[src/rtl/elevator_group_dispatcher.sv]
// Hall-call scheduler for a two-car group: latches landing calls, round-robin picks one, assigns it to the cheaper car.
// Latency: call captured at E0, offer valid after E3 (IDLE, SELECT, COST), pending clears on the handshake edge.
// Backpressure: hall calls are never stalled; an offer holds until the target car is ready or the target faults.
module elevator_group_dispatcher #(
    parameter int FLOORS = 8,
    parameter int FW     = 3
) (
    input  logic              clock,
    input  logic              reset,
    input  logic              hall_call_valid,
    input  logic [FW-1:0]     hall_call_floor,
    input  logic [FW-1:0]     car0_floor,
    input  logic              car0_up,
    input  logic              car0_down,
    input  logic              car0_fault,
    input  logic              car0_assign_ready,
    input  logic [FW-1:0]     car1_floor,
    input  logic              car1_up,
    input  logic              car1_down,
    input  logic              car1_fault,
    input  logic              car1_assign_ready,
    output logic              car0_assign_valid,
    output logic [FW-1:0]     car0_assign_floor,
    output logic              car1_assign_valid,
    output logic [FW-1:0]     car1_assign_floor,
    output logic [FLOORS-1:0] pending,
    output logic              busy,
    output logic              no_car_avail,
    output logic [7:0]        dispatch_count
);
    typedef enum logic [1:0] {S_IDLE, S_SELECT, S_COST, S_ISSUE} state_t;

    localparam logic [FW:0]   LP_FLOORS = (FW+1)'(FLOORS);
    localparam logic [FW-1:0] LP_LAST   = FW'(FLOORS-1);
    localparam logic [4:0]    LP_NOCAR  = 5'd31;

    state_t              r_state, w_state_nxt;
    logic [FLOORS-1:0]   r_pending;
    logic [FW-1:0]       r_rr_ptr;
    logic [FW-1:0]       r_sel;
    logic                r_target;
    logic                r_tie_flag;
    logic                r_no_car_avail;
    logic [7:0]          r_dispatch_count;

    logic [FW:0]         w_scan_idx;
    logic [FW-1:0]       w_scan_sel;
    logic                w_found;
    logic [4:0]          w_cost0, w_cost1;
    logic                w_both_out, w_tie, w_pick;
    logic                w_tgt_fault, w_hs;
    logic [FLOORS-1:0]   w_set, w_clr;
    logic [FW-1:0]       w_sel_inc;

    function automatic logic [4:0] f_cost(input logic [FW-1:0] fl, input logic up, input logic dn,
                                          input logic flt, input logic [FW-1:0] s);
        logic [FW-1:0] d;
        logic          away;
        if (flt) return LP_NOCAR;
        d    = (fl > s) ? fl - s : s - fl;
        away = (up && (s < fl)) || (dn && (s > fl));
        return 5'(d) + (away ? 5'd8 : 5'd0);
    endfunction

    // First pending floor at or after the round-robin pointer, wrapping past the top landing.
    always_comb begin
        w_scan_idx = '0;
        w_scan_sel = r_rr_ptr;
        w_found    = 1'b0;
        for (int i = 0; i < FLOORS; i++) begin
            w_scan_idx = {1'b0, r_rr_ptr} + (FW+1)'(i);
            if (w_scan_idx >= LP_FLOORS) w_scan_idx = w_scan_idx - LP_FLOORS;
            if (!w_found && r_pending[w_scan_idx[FW-1:0]]) begin
                w_found    = 1'b1;
                w_scan_sel = w_scan_idx[FW-1:0];
            end
        end
    end

    assign w_cost0    = f_cost(car0_floor, car0_up, car0_down, car0_fault, r_sel);
    assign w_cost1    = f_cost(car1_floor, car1_up, car1_down, car1_fault, r_sel);
    assign w_both_out = (w_cost0 == LP_NOCAR) && (w_cost1 == LP_NOCAR);
    assign w_tie      = (w_cost0 == w_cost1);
    assign w_pick     = w_tie ? r_tie_flag : (w_cost1 < w_cost0);

    // Valid is gated by the target's fault so a faulting car sees the offer withdrawn immediately.
    assign w_tgt_fault       = r_target ? car1_fault : car0_fault;
    assign car0_assign_valid = (r_state == S_ISSUE) && !r_target && !car0_fault;
    assign car1_assign_valid = (r_state == S_ISSUE) &&  r_target && !car1_fault;
    assign car0_assign_floor = r_sel;
    assign car1_assign_floor = r_sel;
    assign w_hs = (car0_assign_valid && car0_assign_ready) || (car1_assign_valid && car1_assign_ready);

    assign w_set     = {{(FLOORS-1){1'b0}}, hall_call_valid} << hall_call_floor;
    assign w_clr     = {{(FLOORS-1){1'b0}}, w_hs} << r_sel;
    assign w_sel_inc = (r_sel == LP_LAST) ? '0 : r_sel + 1'b1;

    always_comb begin
        w_state_nxt = r_state;
        case (r_state)
            S_IDLE:   if (|r_pending) w_state_nxt = S_SELECT;
            S_SELECT: w_state_nxt = S_COST;
            S_COST:   w_state_nxt = w_both_out ? S_IDLE : S_ISSUE;
            S_ISSUE:  if (w_tgt_fault || w_hs) w_state_nxt = S_IDLE;
            default:  w_state_nxt = S_IDLE;
        endcase
    end

    always_ff @(posedge clock or negedge reset) begin
        if (!reset) begin
            r_state          <= S_IDLE;
            r_pending        <= '0;
            r_rr_ptr         <= '0;
            r_sel            <= '0;
            r_target         <= 1'b0;
            r_tie_flag       <= 1'b0;
            r_no_car_avail   <= 1'b0;
            r_dispatch_count <= '0;
        end else begin
            r_state   <= w_state_nxt;
            r_pending <= (r_pending | w_set) & ~w_clr;
            if (r_state == S_SELECT) r_sel <= w_scan_sel;
            if (r_state == S_COST) begin
                r_no_car_avail <= w_both_out;
                if (!w_both_out) begin
                    r_target <= w_pick;
                    if (w_tie) r_tie_flag <= ~r_tie_flag;
                end
            end
            if (w_hs) begin
                r_rr_ptr         <= w_sel_inc;
                r_dispatch_count <= r_dispatch_count + 8'd1;
            end
        end
    end

    assign pending        = r_pending;
    assign busy           = (r_state != S_IDLE);
    assign no_car_avail   = r_no_car_avail;
    assign dispatch_count = r_dispatch_count;
endmodule

[config.mk]
export PLATFORM = sky130hd
export DESIGN_NAME = elevator_group_dispatcher
export DESIGN_NICKNAME = d
export VERILOG_FILES = /design/src/rtl/elevator_group_dispatcher.sv
export SDC_FILE = /design/constraint.sdc
export NUM_CORES = 1
export LEC_CHECK = 0
export BUFFER_PORTS_ARGS = -buffer_cell sky130_fd_sc_hd__buf_2
export CORE_MARGIN = 2
export CORE_UTILIZATION = 42
export CTS_BUF_LIST = sky130_fd_sc_hd__clkbuf_4 sky130_fd_sc_hd__clkbuf_8 sky130_fd_sc_hd__clkbuf_16
export DETAILED_ROUTE_END_ITERATION = 8
export PLACE_DENSITY = 0.62
export SLEW_MARGIN = 15
export SYNTH_ARGS = -nofsm -noshare
export SYNTH_HDL_FRONTEND = slang
export SYNTH_SLANG_ARGS = --single-unit
export TNS_END_PERCENT = 5
[constraint.sdc]
create_clock -name clock -period 4.1 [get_ports clock]
set_input_delay 0.205 -clock clock [delete_from_list [all_inputs] [get_ports clock]]
set_output_delay 0.205 -clock clock [all_outputs]
set_load 0.005 [all_outputs]
==> run_results.csv <==
group,metric,value,unit
run_status,outcome,"finished, final reports clean",
logic_synthesis,synthesis.area,0.00285,mm^2
placement,gp_congestion,0.927,
route,wl_per_cell,16.4,um
timing,slew_violations,0,
timing,finalHoldViolCount,0,
logic_synthesis,synthCells,314,
logic_synthesis,async_flop_share,100,%
final_layout,diodes,0,
clock_network,root_buffer,"clkbuf_8",
clock_network,htreeDepth,1,
clock_network,cts_tree,"yes",
timing,period_needed,3.23,ns
logic_synthesis,synth_common_cells,"29 x nand2_1, 27 x dfrtp_1, 23 x nor2_1, 22 x ha_1, 19 x mux2i_1",
setup_path,crit_path_end_kind,"flip-flop",
timing,maxSlewHeadroom,50.6,%
timing,tightest_slew,0.741,ns
pwr,p_sw_share,49.8,%
pwr,combPwrFrac,68.5,%
flow_run,cap_violations,0,
setup_path,critPathMaxStageDelay,0.66,ns
logic_synthesis,yosys-top-cells-area,"dfrtp_1 24%, ha_1 9.7%, mux2i_1 6.7%, mux4_2 5.5%, nand2_1 3.8%",
global_route,antenna_found_initial,0,
floorplan,rows,29,
pwr,p_per_area,817,mW/mm^2
min_path,hp-class,"primary input to flip-flop",
setup_path,crit_top_cell,"o21a_1",
route,vias_per_cell,5.81,
timing,setup_tns,0,ns
placement,dp_hpwl,5.16,mm
clock_network,cts-resized-gates,0,
logic_synthesis,synthMostInstantiatedCell,"nand2_1",
timing,period_share,78.7,%
logic_synthesis,ys_ff_latch,27,
timing,fmax,310,MHz
clock_network,clkLatencyLatePin,0.28,ns
floorplan,die_x,86.3,um
setup_path,startpoint_type,"flip-flop",
route,dr.pass1.iters,4,
pwr,p_switching,1.26,mW
logic_synthesis,synth_top_area_cell,"dfrtp_1",
timing,setup_viol,0,
final_layout,area_growth,9.15,%
setup_path,worstSetupPathType,"flip-flop to flip-flop",
pwr,ir_drop,0.000306,V
global_route,grt_max_degree,28,
logic_synthesis,ys.flop_type,"dfrtp_1",
global_route,gr-total-overflow,0,
final_layout,drive_above_1_share,20.6,%
logic_synthesis,ys_types,59,
final_layout,nFillCells,626,
setup_path,cp_cell_sequence,"inv_1, ha_1, o21a_1, o21a_1, mux2i_1, or2_2, ha_1, nor2b_1, o21a_1, o21a_1, o21a_1, o21ai_0, o21ai_0, o21ai_0",
logic_synthesis,avgSynthCellArea,9.06,um^2
floorplan,io-pin-count,46,
clock_network,cts_buffer_depth,2,
placement,port_buffers,45,
setup_path,cpMaxStageDelayCell,"dfrtp_1",
pwr,power_frac_clock,6.3,%
clock_network,cts.sinks,27,
floorplan,die_y,86.3,um
timing,rsz0062_at_grt,"no",
logic_synthesis,synth_nets,360,
route,totalWireLength,6.92,mm
floorplan,die-area,0.00745,mm^2
setup_path,cp_data_required_time,4.31,ns
global_route,grt_pass1_vias,2275,
global_route,grt_first_pass_wirelength,11.4,mm
logic_synthesis,yosysSeqAreaShare,23.7,%
clock_network,path_clk_slew,0.10,ns
logic_synthesis,yosys_warnings,0,
route,vias,2446,
final_layout,nNetsFinal,391,
global_route,grtUsageTotal,19.1,%
pwr,p_int,1.27,mW
floorplan,core_area,0.00646,mm^2
route,antenna_left,0,
route,drt_iter0_markers,95,
setup_path,worst-path-max-fanout,13,
setup_path,crit_arrival,3.44,ns
pwr,power,2.54,mW
floorplan,start_util,44.1,%
route,drc_errors,0,
pwr,leakagePower,1.36,nW
timing,fin_skew,0.00370,ns
pwr,p_seq_share,25.1,%
logic_synthesis,synth-edff-count,0,
clock_network,numCtsBuffers,3,
logic_synthesis,yosys.area.top_type_share,23.7,%
stage by stage:
step                utilization, %  cell area [um^2]  hold slack [ns]  setup WS [ns]  instances
floorplan                        -              2850          -0.0906           1.14        314
global placement              47.2              3050            0.251          0.933        416
detailed placement            47.2              3050            0.259          0.894        416
CTS                           48.1              3110            0.248          0.825        421
global route                  48.1              3110            0.267          0.628        421
finish                        48.1              3110            0.248          0.873        421
critical path, delay by kind of cell (launching register included):
family | cells | cell delay, ns
AO/OA/AOI/OAI | 8 | 1.19
flip-flops | 1 | 0.66
buffers and inverters | 1 | 0.25
multiplexers | 1 | 0.12
AND/OR/NAND/NOR | 2 | 0.41
adder cells (fa/ha/maj) | 2 | 0.53
registers in the layout (all words and copies together), names as in the netlist:
| name | cells |
|---|---|
| r_target | 1 |
| r_tie_flag | 1 |
| car0_assign_floor | 3 |
| r_rr_ptr | 3 |
| no_car_avail | 1 |
| dispatch_count | 8 |
| r_state | 2 |
| pending | 8 |
layer usage:
layer	up-vias	GRT usage [%]	part of all wire, %
met5	-	0	0
met4	0	5.11	1.6
met3	9	2.00	4.4
met2	70	29.5	47
met1	1173	28.5	47
li1	1194	-	-
worst paths after layout:
kind	to	slack (ns)	from	cells past startpoint
max in group asynchronous	car0_assign_floor[2]$_DFFE_PN0N_	3.24	reset	2
min	no_car_avail$_DFFE_PN0N_	0.25	car1_fault	3
max reg2reg	r_target$_DFFE_PN0P_	0.87	car0_assign_floor[1]$_DFFE_PN0N_	14
min in group asynchronous	no_car_avail$_DFFE_PN0N_	0.46	reset	2
max	r_target$_DFFE_PN0P_	0.87	car0_assign_floor[1]$_DFFE_PN0N_	14
min reg2reg	dispatch_count[7]$_DFFE_PN0N_	0.48	dispatch_count[7]$_DFFE_PN0N_	1
repair_timing:
item | in CTS | in global routing
hold buffers | 1 | 0
hold endpoints to repair | 27 | 0
setup buffers | 0 | 0
layout by cell type, fill, tap and decap left out, types with 8 or more instances in the layout:
| cell type | instances |
|---|---|
| a21oi_1 | 18 |
| a31oi_1 | 8 |
| buf_2 | 45 |
| dfrtp_1 | 27 |
| ha_1 | 22 |
| inv_1 | 15 |
| mux2i_1 | 19 |
| nand2_1 | 29 |
| nand2b_1 | 10 |
| nand3_1 | 8 |
| nor2_1 | 23 |
| nor2b_1 | 10 |
| o21ai_0 | 15 |
| xnor2_1 | 8 |
cell families (layout without fill, tap and decap cells):
group	count (synthesis)	count (layout)	synth area share, %
multiplexers	36	36	18.8
buffers and inverters	37	67	6.60
flip-flops	27	27	23.7
AO/OA/AOI/OAI	75	75	17.2
AND/OR/NAND/NOR	100	100	17.2
XOR/XNOR	13	13	4.00
adder cells (fa/ha/maj)	26	26	12.5
final cells by class:
class,count,area (um^2),area share (%)
repair buffers,47,243,7.82
multi-input cells,250,1980,63.8
clock buffers,3,41.3,1.33
flip-flops and latches,27,676,21.8
well taps,77,96.3,3.10
clock inverters,1,7.51,0.242
inverters,16,60.1,1.93
power groups by stage:
stage | clock network [mW] | registers (mW) | logic, mW
5_1_grt | 0.178 | 0.667 | 1.92
3_3_place_gp | 0 | 0.634 | 1.73
2_1_floorplan | 0 | 0.486 | 1.50
3_5_place_dp | 0 | 0.639 | 1.73
6_report | 0.160 | 0.638 | 1.74
4_1_cts | 0.165 | 0.637 | 1.74
Power figures use the tool's default switching activity.
